**src/rtl/uart2apb_bridge_p.sv**
```systemverilog
// UART-framed command packets in, one APB write/read per packet, status (+read data) back out on TX.
// Receiver free-runs; packets are accepted only in IDLE; every accepted packet gets exactly one status byte.
module uart2apb_bridge_p #(
  parameter int          ADDR_BYTES   = 2,
  parameter int          DATA_BYTES   = 4,
  parameter int          CLKS_PER_BIT = 434,
  parameter int          PARITY_EN    = 1,
  parameter int          PARITY_ODD   = 1,
  parameter int          GAP_BITS     = 20,
  parameter int          APB_TIMEOUT  = 255,
  parameter logic [7:0]  CMD_WR       = 8'hA5,
  parameter logic [7:0]  CMD_RD       = 8'h5A
) (
  input  logic                      clk,
  input  logic                      rst,
  input  logic                      rx,
  output logic                      tx,
  output logic                      psel,
  output logic                      penable,
  output logic                      pwrite,
  output logic [8*ADDR_BYTES-1:0]   paddr,
  output logic [8*DATA_BYTES-1:0]   pwdata,
  input  logic                      pready,
  input  logic [8*DATA_BYTES-1:0]   prdata,
  input  logic                      pslverr,
  output logic                      busy
);

  localparam int   AW       = 8 * ADDR_BYTES;
  localparam int   DW       = 8 * DATA_BYTES;
  localparam int   CW       = $clog2(CLKS_PER_BIT);
  localparam int   HALF     = CLKS_PER_BIT / 2;
  localparam int   STOP_IDX = (PARITY_EN != 0) ? 10 : 9;
  localparam int   GAP_LIM  = GAP_BITS * CLKS_PER_BIT;
  localparam int   GW       = $clog2(GAP_LIM + 1);
  localparam int   TW       = $clog2(APB_TIMEOUT + 1);
  localparam int   BW       = $clog2(ADDR_BYTES + DATA_BYTES + 1);
  localparam logic PODD     = (PARITY_ODD != 0);

  typedef enum logic [2:0] {
    IDLE, ADDR, WDATA, APB_SETUP, APB_ACCESS, TX_STATUS, TX_DATA
  } state_t;

  // Bits following the start bit, LSB shifted out first.
  function automatic logic [9:0] tx_frame(input logic [7:0] b);
    tx_frame = {1'b1, (PARITY_EN != 0) ? ((^b) ^ PODD) : 1'b1, b};
  endfunction

  logic          rx_s1_q, rx_s2_q, rx_prev_q;
  logic          rx_act_q, rx_par_q;
  logic [CW-1:0] rx_cnt_q;
  logic [3:0]    rx_bit_q;
  logic [7:0]    rx_sh_q;
  logic          byte_vld_q, byte_err_q;
  logic [7:0]    byte_dat_q;

  logic [GW-1:0] gap_cnt_q, gap_cnt_d;
  logic          gap_to;

  state_t        state_q;
  logic          tx_q, psel_q, penable_q, pwrite_q, busy_q, cmd_rd_q;
  logic [AW-1:0] paddr_q;
  logic [DW-1:0] pwdata_q, rdata_q;
  logic [7:0]    status_q;
  logic [BW-1:0] byte_cnt_q;
  logic [TW-1:0] apb_cnt_q;
  logic [9:0]    tx_sh_q;
  logic [CW-1:0] tx_cnt_q;
  logic [3:0]    tx_bit_q;

  logic [7:0]    err_status, apb_status;
  logic          tx_more;

  assign tx      = tx_q;
  assign psel    = psel_q;
  assign penable = penable_q;
  assign pwrite  = pwrite_q;
  assign paddr   = paddr_q;
  assign pwdata  = pwdata_q;
  assign busy    = busy_q;

  always_ff @(posedge clk or posedge rst) begin
    if (rst) begin
      rx_s1_q    <= 1'b1;
      rx_s2_q    <= 1'b1;
      rx_prev_q  <= 1'b1;
      rx_act_q   <= 1'b0;
      rx_par_q   <= 1'b0;
      rx_cnt_q   <= '0;
      rx_bit_q   <= '0;
      rx_sh_q    <= '0;
      byte_vld_q <= 1'b0;
      byte_err_q <= 1'b0;
      byte_dat_q <= '0;
    end else begin
      rx_s1_q    <= rx;
      rx_s2_q    <= rx_s1_q;
      rx_prev_q  <= rx_s2_q;
      byte_vld_q <= 1'b0;
      if (!rx_act_q) begin
        if (rx_prev_q && !rx_s2_q) begin
          rx_act_q <= 1'b1;
          rx_cnt_q <= CW'(1);
          rx_bit_q <= '0;
          rx_par_q <= 1'b0;
        end
      end else begin
        if (rx_cnt_q == CW'(CLKS_PER_BIT - 1)) begin
          rx_cnt_q <= '0;
          rx_bit_q <= rx_bit_q + 4'd1;
        end else begin
          rx_cnt_q <= rx_cnt_q + CW'(1);
        end
        if (rx_cnt_q == CW'(HALF)) begin
          if (rx_bit_q == 4'd0) begin
            if (rx_s2_q) rx_act_q <= 1'b0;
          end else if (rx_bit_q <= 4'd8) begin
            rx_sh_q  <= {rx_s2_q, rx_sh_q[7:1]};
            rx_par_q <= rx_par_q ^ rx_s2_q;
          end else if (rx_bit_q == 4'(STOP_IDX)) begin
            byte_vld_q <= 1'b1;
            byte_dat_q <= rx_sh_q;
            byte_err_q <= !rx_s2_q || ((PARITY_EN != 0) && (rx_par_q != PODD));
            rx_act_q   <= 1'b0;
          end else begin
            rx_par_q <= rx_par_q ^ rx_s2_q;
          end
        end
      end
    end
  end

  // Gap timer only runs between bytes of a packet; an in-flight byte holds it at zero.
  always_comb begin
    gap_cnt_d = gap_cnt_q;
    if (byte_vld_q || rx_act_q || !(state_q == ADDR || state_q == WDATA))
      gap_cnt_d = '0;
    else if (!gap_to)
      gap_cnt_d = gap_cnt_q + GW'(1);
  end

  assign gap_to = (gap_cnt_q == GW'(GAP_LIM));

  always_ff @(posedge clk or posedge rst) begin
    if (rst) gap_cnt_q <= '0;
    else     gap_cnt_q <= gap_cnt_d;
  end

  always_comb begin
    err_status = byte_vld_q ? 8'h03 : 8'h04;
    apb_status = !pready ? 8'h02 : (pslverr ? 8'h01 : 8'h00);
    tx_more    = (state_q == TX_STATUS) ? (cmd_rd_q && status_q == 8'h00)
                                        : (byte_cnt_q != BW'(DATA_BYTES - 1));
  end

  always_ff @(posedge clk or posedge rst) begin
    if (rst) begin
      state_q    <= IDLE;
      tx_q       <= 1'b1;
      psel_q     <= 1'b0;
      penable_q  <= 1'b0;
      pwrite_q   <= 1'b0;
      busy_q     <= 1'b0;
      cmd_rd_q   <= 1'b0;
      paddr_q    <= '0;
      pwdata_q   <= '0;
      rdata_q    <= '0;
      status_q   <= '0;
      byte_cnt_q <= '0;
      apb_cnt_q  <= '0;
      tx_sh_q    <= '0;
      tx_cnt_q   <= '0;
      tx_bit_q   <= '0;
    end else begin
      case (state_q)
        IDLE: begin
          if (byte_vld_q && !byte_err_q && (byte_dat_q == CMD_WR || byte_dat_q == CMD_RD)) begin
            cmd_rd_q   <= (byte_dat_q == CMD_RD);
            byte_cnt_q <= '0;
            busy_q     <= 1'b1;
            state_q    <= ADDR;
          end
        end
        ADDR, WDATA: begin
          if ((byte_vld_q && byte_err_q) || (!byte_vld_q && gap_to)) begin
            status_q <= err_status;
            tx_q     <= 1'b0;
            tx_sh_q  <= tx_frame(err_status);
            tx_cnt_q <= '0;
            tx_bit_q <= '0;
            state_q  <= TX_STATUS;
          end else if (byte_vld_q) begin
            if (state_q == ADDR) begin
              paddr_q <= (paddr_q >> 8) | (AW'(byte_dat_q) << (AW - 8));
              if (byte_cnt_q == BW'(ADDR_BYTES - 1)) begin
                byte_cnt_q <= '0;
                if (cmd_rd_q) begin
                  psel_q   <= 1'b1;
                  pwrite_q <= 1'b0;
                  state_q  <= APB_SETUP;
                end else begin
                  state_q  <= WDATA;
                end
              end else begin
                byte_cnt_q <= byte_cnt_q + BW'(1);
              end
            end else begin
              pwdata_q <= (pwdata_q >> 8) | (DW'(byte_dat_q) << (DW - 8));
              if (byte_cnt_q == BW'(DATA_BYTES - 1)) begin
                byte_cnt_q <= '0;
                psel_q     <= 1'b1;
                pwrite_q   <= 1'b1;
                state_q    <= APB_SETUP;
              end else begin
                byte_cnt_q <= byte_cnt_q + BW'(1);
              end
            end
          end
        end
        APB_SETUP: begin
          penable_q <= 1'b1;
          apb_cnt_q <= '0;
          state_q   <= APB_ACCESS;
        end
        APB_ACCESS: begin
          if (pready || apb_cnt_q == TW'(APB_TIMEOUT - 1)) begin
            psel_q    <= 1'b0;
            penable_q <= 1'b0;
            if (pready && cmd_rd_q) rdata_q <= prdata;
            status_q  <= apb_status;
            tx_q      <= 1'b0;
            tx_sh_q   <= tx_frame(apb_status);
            tx_cnt_q  <= '0;
            tx_bit_q  <= '0;
            state_q   <= TX_STATUS;
          end else begin
            apb_cnt_q <= apb_cnt_q + TW'(1);
          end
        end
        TX_STATUS, TX_DATA: begin
          if (tx_cnt_q != CW'(CLKS_PER_BIT - 1)) begin
            tx_cnt_q <= tx_cnt_q + CW'(1);
          end else begin
            tx_cnt_q <= '0;
            if (tx_bit_q != 4'(STOP_IDX)) begin
              tx_q     <= tx_sh_q[0];
              tx_sh_q  <= tx_sh_q >> 1;
              tx_bit_q <= tx_bit_q + 4'd1;
            end else if (tx_more) begin
              // Next byte's start bit follows the stop bit with no idle gap.
              tx_q       <= 1'b0;
              tx_sh_q    <= tx_frame(rdata_q[7:0]);
              rdata_q    <= rdata_q >> 8;
              tx_bit_q   <= '0;
              byte_cnt_q <= (state_q == TX_DATA) ? byte_cnt_q + BW'(1) : '0;
              state_q    <= TX_DATA;
            end else begin
              tx_q    <= 1'b1;
              busy_q  <= 1'b0;
              state_q <= IDLE;
            end
          end
        end
        default: state_q <= IDLE;
      endcase
    end
  end

endmodule
```
**config.mk**
```make
export PLATFORM = sky130hd
export DESIGN_NAME = uart2apb_bridge_p
export DESIGN_NICKNAME = d
export VERILOG_FILES = /design/src/rtl/uart2apb_bridge_p.sv
export SDC_FILE = /design/constraint.sdc
export NUM_CORES = 1
export LEC_CHECK = 0
export BUFFER_PORTS_ARGS = -buffer_cell sky130_fd_sc_hd__buf_2
export CAP_MARGIN = 20
export CORE_ASPECT_RATIO = 1.4
export CORE_MARGIN = 1
export CORE_UTILIZATION = 30
export CTS_CLUSTER_SIZE = 30
export DETAILED_ROUTE_END_ITERATION = 7
export PLACE_DENSITY = 0.46
export SLEW_MARGIN = 40
export SYNTH_ARGS = -nofsm -noshare
export SYNTH_HDL_FRONTEND = slang
export SYNTH_SLANG_ARGS = --single-unit
```
**constraint.sdc**
```tcl
create_clock -name clk -period 5.4 [get_ports clk]
set_input_delay 0.54 -clock clk [delete_from_list [all_inputs] [get_ports clk]]
set_output_delay 0.54 -clock clk [all_outputs]
set_load 0.1 [all_outputs]
```
==> run_results.csv <==
group,metric,value,unit
logic_synthesis,netlist_instances,769,
cts,postCtsSetupRepairBufs,0,
cts,cts_tree,"built",
logic_synthesis,ys_ff_latch,176,
outcome,outcome,"finished, final reports clean",
critical_path,arrival,3.07,ns
floorplan,dieArea,0.0285,mm²
final_layout,fill_cells,2720,
floorplan,rows,71,
final_layout,finalNetCount,903,
critical_path,critPathBufInv,1,
sta,min_period_over_period,50.0,%
logic_synthesis,syn-cell-area,0.00834,mm²
floorplan,die_x,143,µm
global_route,top_usage_layer,"met2",
route,dr_total_vias,5759,
place,postPlaceCellArea,0.00915,mm²
critical_path,path_cells,"inv_1 -> ha_1 -> nor4b_1 -> nand4_1 -> o21ai_2 -> nand2_1 -> a211oi_1 -> mux2_2",
sta,fin_tns_setup,0,ns
floorplan,coreArea,0.0271,mm²
power_and_ir_drop,p_leak,4.65,nW
global_route,grt-ovfl-total,0,
logic_synthesis,synth_cell_types,65,
sta,fin_ws,2.70,ns
critical_path,crit_family,"compound AO/OA/AOI/OAI gates",
logic_synthesis,ys.flop_type,"dfrtp_1",
cts,numClockSinks,176,
power_and_ir_drop,peakVddDrop,0.203,mV
global_route,use_met1,17.9,%
power_and_ir_drop,seq_power_share,50.9,%
route,wl_per_cell,14.9,µm
global_route,first_global_vias,5878,
critical_path,slowest_stage,"o21ai_2",
sta,setup_violations,0,
critical_path,crit_required,5.76,ns
power_and_ir_drop,p_int,2.09,mW
place,gp_congestion,0.789,
sta,maxSlewHeadroom,46.6,%
sta,hold_viol_final,0,
cts,cts_buffers,17,
logic_synthesis,seq_area_frac_synth,52.9,%
global_route,use_met2,23.0,%
logic_synthesis,synth-edff-count,0,
floorplan,fp.dieH,199,µm
final_layout,final_area,0.00973,mm²
cts,htreeDepth,4,
final_layout,drive_gt1_share,25.2,%
sta,period_minus_slack,2.70,ns
logic_synthesis,synth.avg_cell_area,10.8,µm²
cts,clk_pin_slew_worst_paths,0.07,ns
route,route.detailed.drc,0,
final_layout,area_growth,16.7,%
cts,hold_buffers,0,
sta,tightest_slew,0.801,ns
global_route,grt_pass1_wl,31100,µm
global_route,antenna_found_initial,0,
sta,slew_violations,0,
cts,cts_root_buffer,"clkbuf_16",
hold_path,hold_path.class,"in2async",
place,pre_cts_ws,2.41,ns
logic_synthesis,yosysWarningCount,0,
logic_synthesis,synthArstFlopShare,100,%
critical_path,critPathMaxFanout,7,
route,drtIter0Drc,290,
place,port_buffers,89,
power_and_ir_drop,switching_share,23.0,%
global_route,met3_usage,2.95,%
cts,clock_path_buffers,2,
critical_path,max_stage_delay,0.45,ns
sta,rsz0062_at_grt,"no",
sta,fmax,370,MHz
global_route,grt_usage,14.0,%
route,firstDrtPassIters,4,
cts,insertion_delay,0.44,ns
cts,cts_resized,0,
place,dp_hpwl,12300,µm
logic_synthesis,syn_nets,824,
power_and_ir_drop,p_comb_share,4.2,%
critical_path,critPathLaunchType,"flip-flop",
job,cap_violations,0,
route,post_drt_via_cell_ratio,4.70,
floorplan,initial_core_util,30.8,%
global_route,grt_max_degree,131,
power_and_ir_drop,power.density,279,mW/mm²
final_layout,n_antenna_cell,0,
critical_path,worstSetupPathType,"reg2reg",
sta,fin_worst_skew,0.00969,ns
route,antenna_left,0,
power_and_ir_drop,clock_power_share,44.9,%
route,wirelength,18300,µm
floorplan,pin_count,90,
power_and_ir_drop,power_switching,0.624,mW
critical_path,critPathCaptureType,"flip-flop",
state kept, by name, summed over array words and instances (netlist names), 3 cells and up:
| register | flops |
|---|---|
| status_q | 3 |
| tx_cnt_q | 9 |
| gap_cnt_q | 14 |
| rx_sh_q | 8 |
| tx_sh_q | 10 |
| rx_cnt_q | 9 |
| rx_bit_q | 4 |
| paddr | 16 |
| rdata_q | 32 |
| byte_dat_q | 8 |
| apb_cnt_q | 8 |
| tx_bit_q | 4 |
| pwdata | 32 |
| byte_cnt_q | 3 |
| state_q | 3 |
area by class of cell:
class | instances | area, µm² | share of cell area [%]
inverter | 20 | 87.6 | 0.900
clock buffer | 24 | 502 | 5.16
clock inverter | 7 | 75.1 | 0.772
sequential | 176 | 4410 | 45.3
timing repair buffer | 93 | 470 | 4.84
tap | 365 | 457 | 4.69
multi-input combinational | 540 | 3730 | 38.3
cells in the mapped netlist (3+ instances only):
library cell	instances	area (µm²)
nand3b_1	3	22.5
dfstp_2	4	105
buf_2	13	65.1
nor3_1	9	45.0
a31oi_1	4	25.0
mux2_2	64	721
o21ai_1	13	65.1
mux2i_1	25	250
a22o_1	5	43.8
nor4bb_1	6	60.1
nand2_1	93	349
clkbuf_1	14	52.6
ha_1	18	225
a21oi_1	26	130
and3_1	10	62.6
nand3_1	27	135
nor2b_1	6	37.5
inv_1	19	71.3
nand4_1	6	37.5
nand2b_1	8	50.1
o31ai_1	7	52.6
or3_1	5	31.3
o21a_1	3	22.5
dfrtp_1	172	4300
o21ai_2	3	26.3
buf_4	3	22.5
xnor2_1	17	149
mux2_4	6	90.1
nor2_1	56	210
o21ai_0	65	325
a22oi_1	5	37.5
xor2_1	11	96.3
stage by stage:
step	power, mW	hold WS [ns]	std cells	util (%)
CTS	2.76	0.177	1225	35.9
global route	2.84	0.179	1225	35.9
finish	2.71	0.181	1225	35.9
floorplan	1.48	0.345	769	-
detailed placement	1.52	0.349	1194	33.8
global placement	1.52	0.348	1192	33.6
worst paths after layout:
| path | endpoint | depth (start not counted) | slack [ns] | startpoint |
|---|---|---|---|---|
| min in group clk | rx_s1_q$_DFF_PP1_ | 1 | 0.20 | rx |
| max in group asynchronous | apb_cnt_q[3]$_DFFE_PP0P_ | 3 | 4.12 | rst |
| worst min register to register | rx_s2_q$_DFF_PP1_ | 0 | 0.36 | rx_s1_q$_DFF_PP1_ |
| worst min-delay path | rdata_q[30]$_DFFE_PP0P_ | 2 | 0.18 | rst |
| worst max register to register | tx$_DFFE_PP1P_ | 8 | 2.70 | gap_cnt_q[0]$_DFFE_PP0P_ |
| worst max-delay path | tx$_DFFE_PP1P_ | 8 | 2.70 | gap_cnt_q[0]$_DFFE_PP0P_ |
cell usage in the layout (no fill, tap or decap), types with 7 or more instances in the layout:
cell | Yosys | layout
a21oi_1 | 26 | 26
and3_1 | 10 | 10
buf_2 | 13 | 91
clkbuf_16 | 0 | 17
dfrtp_1 | 172 | 171
ha_1 | 18 | 18
inv_1 | 19 | 18
mux2_2 | 64 | 64
mux2i_1 | 25 | 25
nand2_1 | 93 | 92
nand2b_1 | 8 | 8
nand3_1 | 27 | 27
nor2_1 | 56 | 56
nor3_1 | 9 | 8
o21ai_0 | 65 | 64
o21ai_1 | 13 | 13
o31ai_1 | 7 | 7
xnor2_1 | 17 | 17
xor2_1 | 11 | 11
power groups by stage:
stage / Clock (mW) / Sequential, mW / Combinational [mW]
after floorplan: 0 / 1.40 / 0.0787
after global placement: 0 / 1.41 / 0.115
after detailed placement: 0 / 1.41 / 0.119
after CTS: 1.26 / 1.38 / 0.119
after global routing: 1.32 / 1.39 / 0.134
final: 1.22 / 1.38 / 0.114
worst reg2reg max path: stages, from the launching register on:
cell and delay (ns):
dfrtp_1 0.44, inv_1 0.08, ha_1 0.14, nor4b_1 0.21, nand4_1 0.34, o21ai_2 0.45, nand2_1 0.20, a211oi_1 0.41
mux2_2 0.38
kinds of logic (layout without fill, tap and decap cells):
| logic type | after synthesis | in the layout | share of synthesized area [%] |
|---|---|---|---|
| muxes | 97 | 97 | 13.0 |
| and+or+nand+nor | 246 | 246 | 14.7 |
| DFF | 176 | 176 | 52.9 |
| buffers and inverters | 53 | 144 | 2.81 |
| xor gates and xnor gates | 28 | 28 | 2.94 |
| adders and majority gates | 19 | 19 | 2.82 |
| AOI/OAI and AO/OA | 150 | 150 | 10.8 |
per-layer routing:
layer,part of all wire (%),vias up
met2,50,79
met1,46,2792
met3,2.5,25
li1,-,2863
met4,2.0,0
met5,0,-
Power figures use the tool's default switching activity.
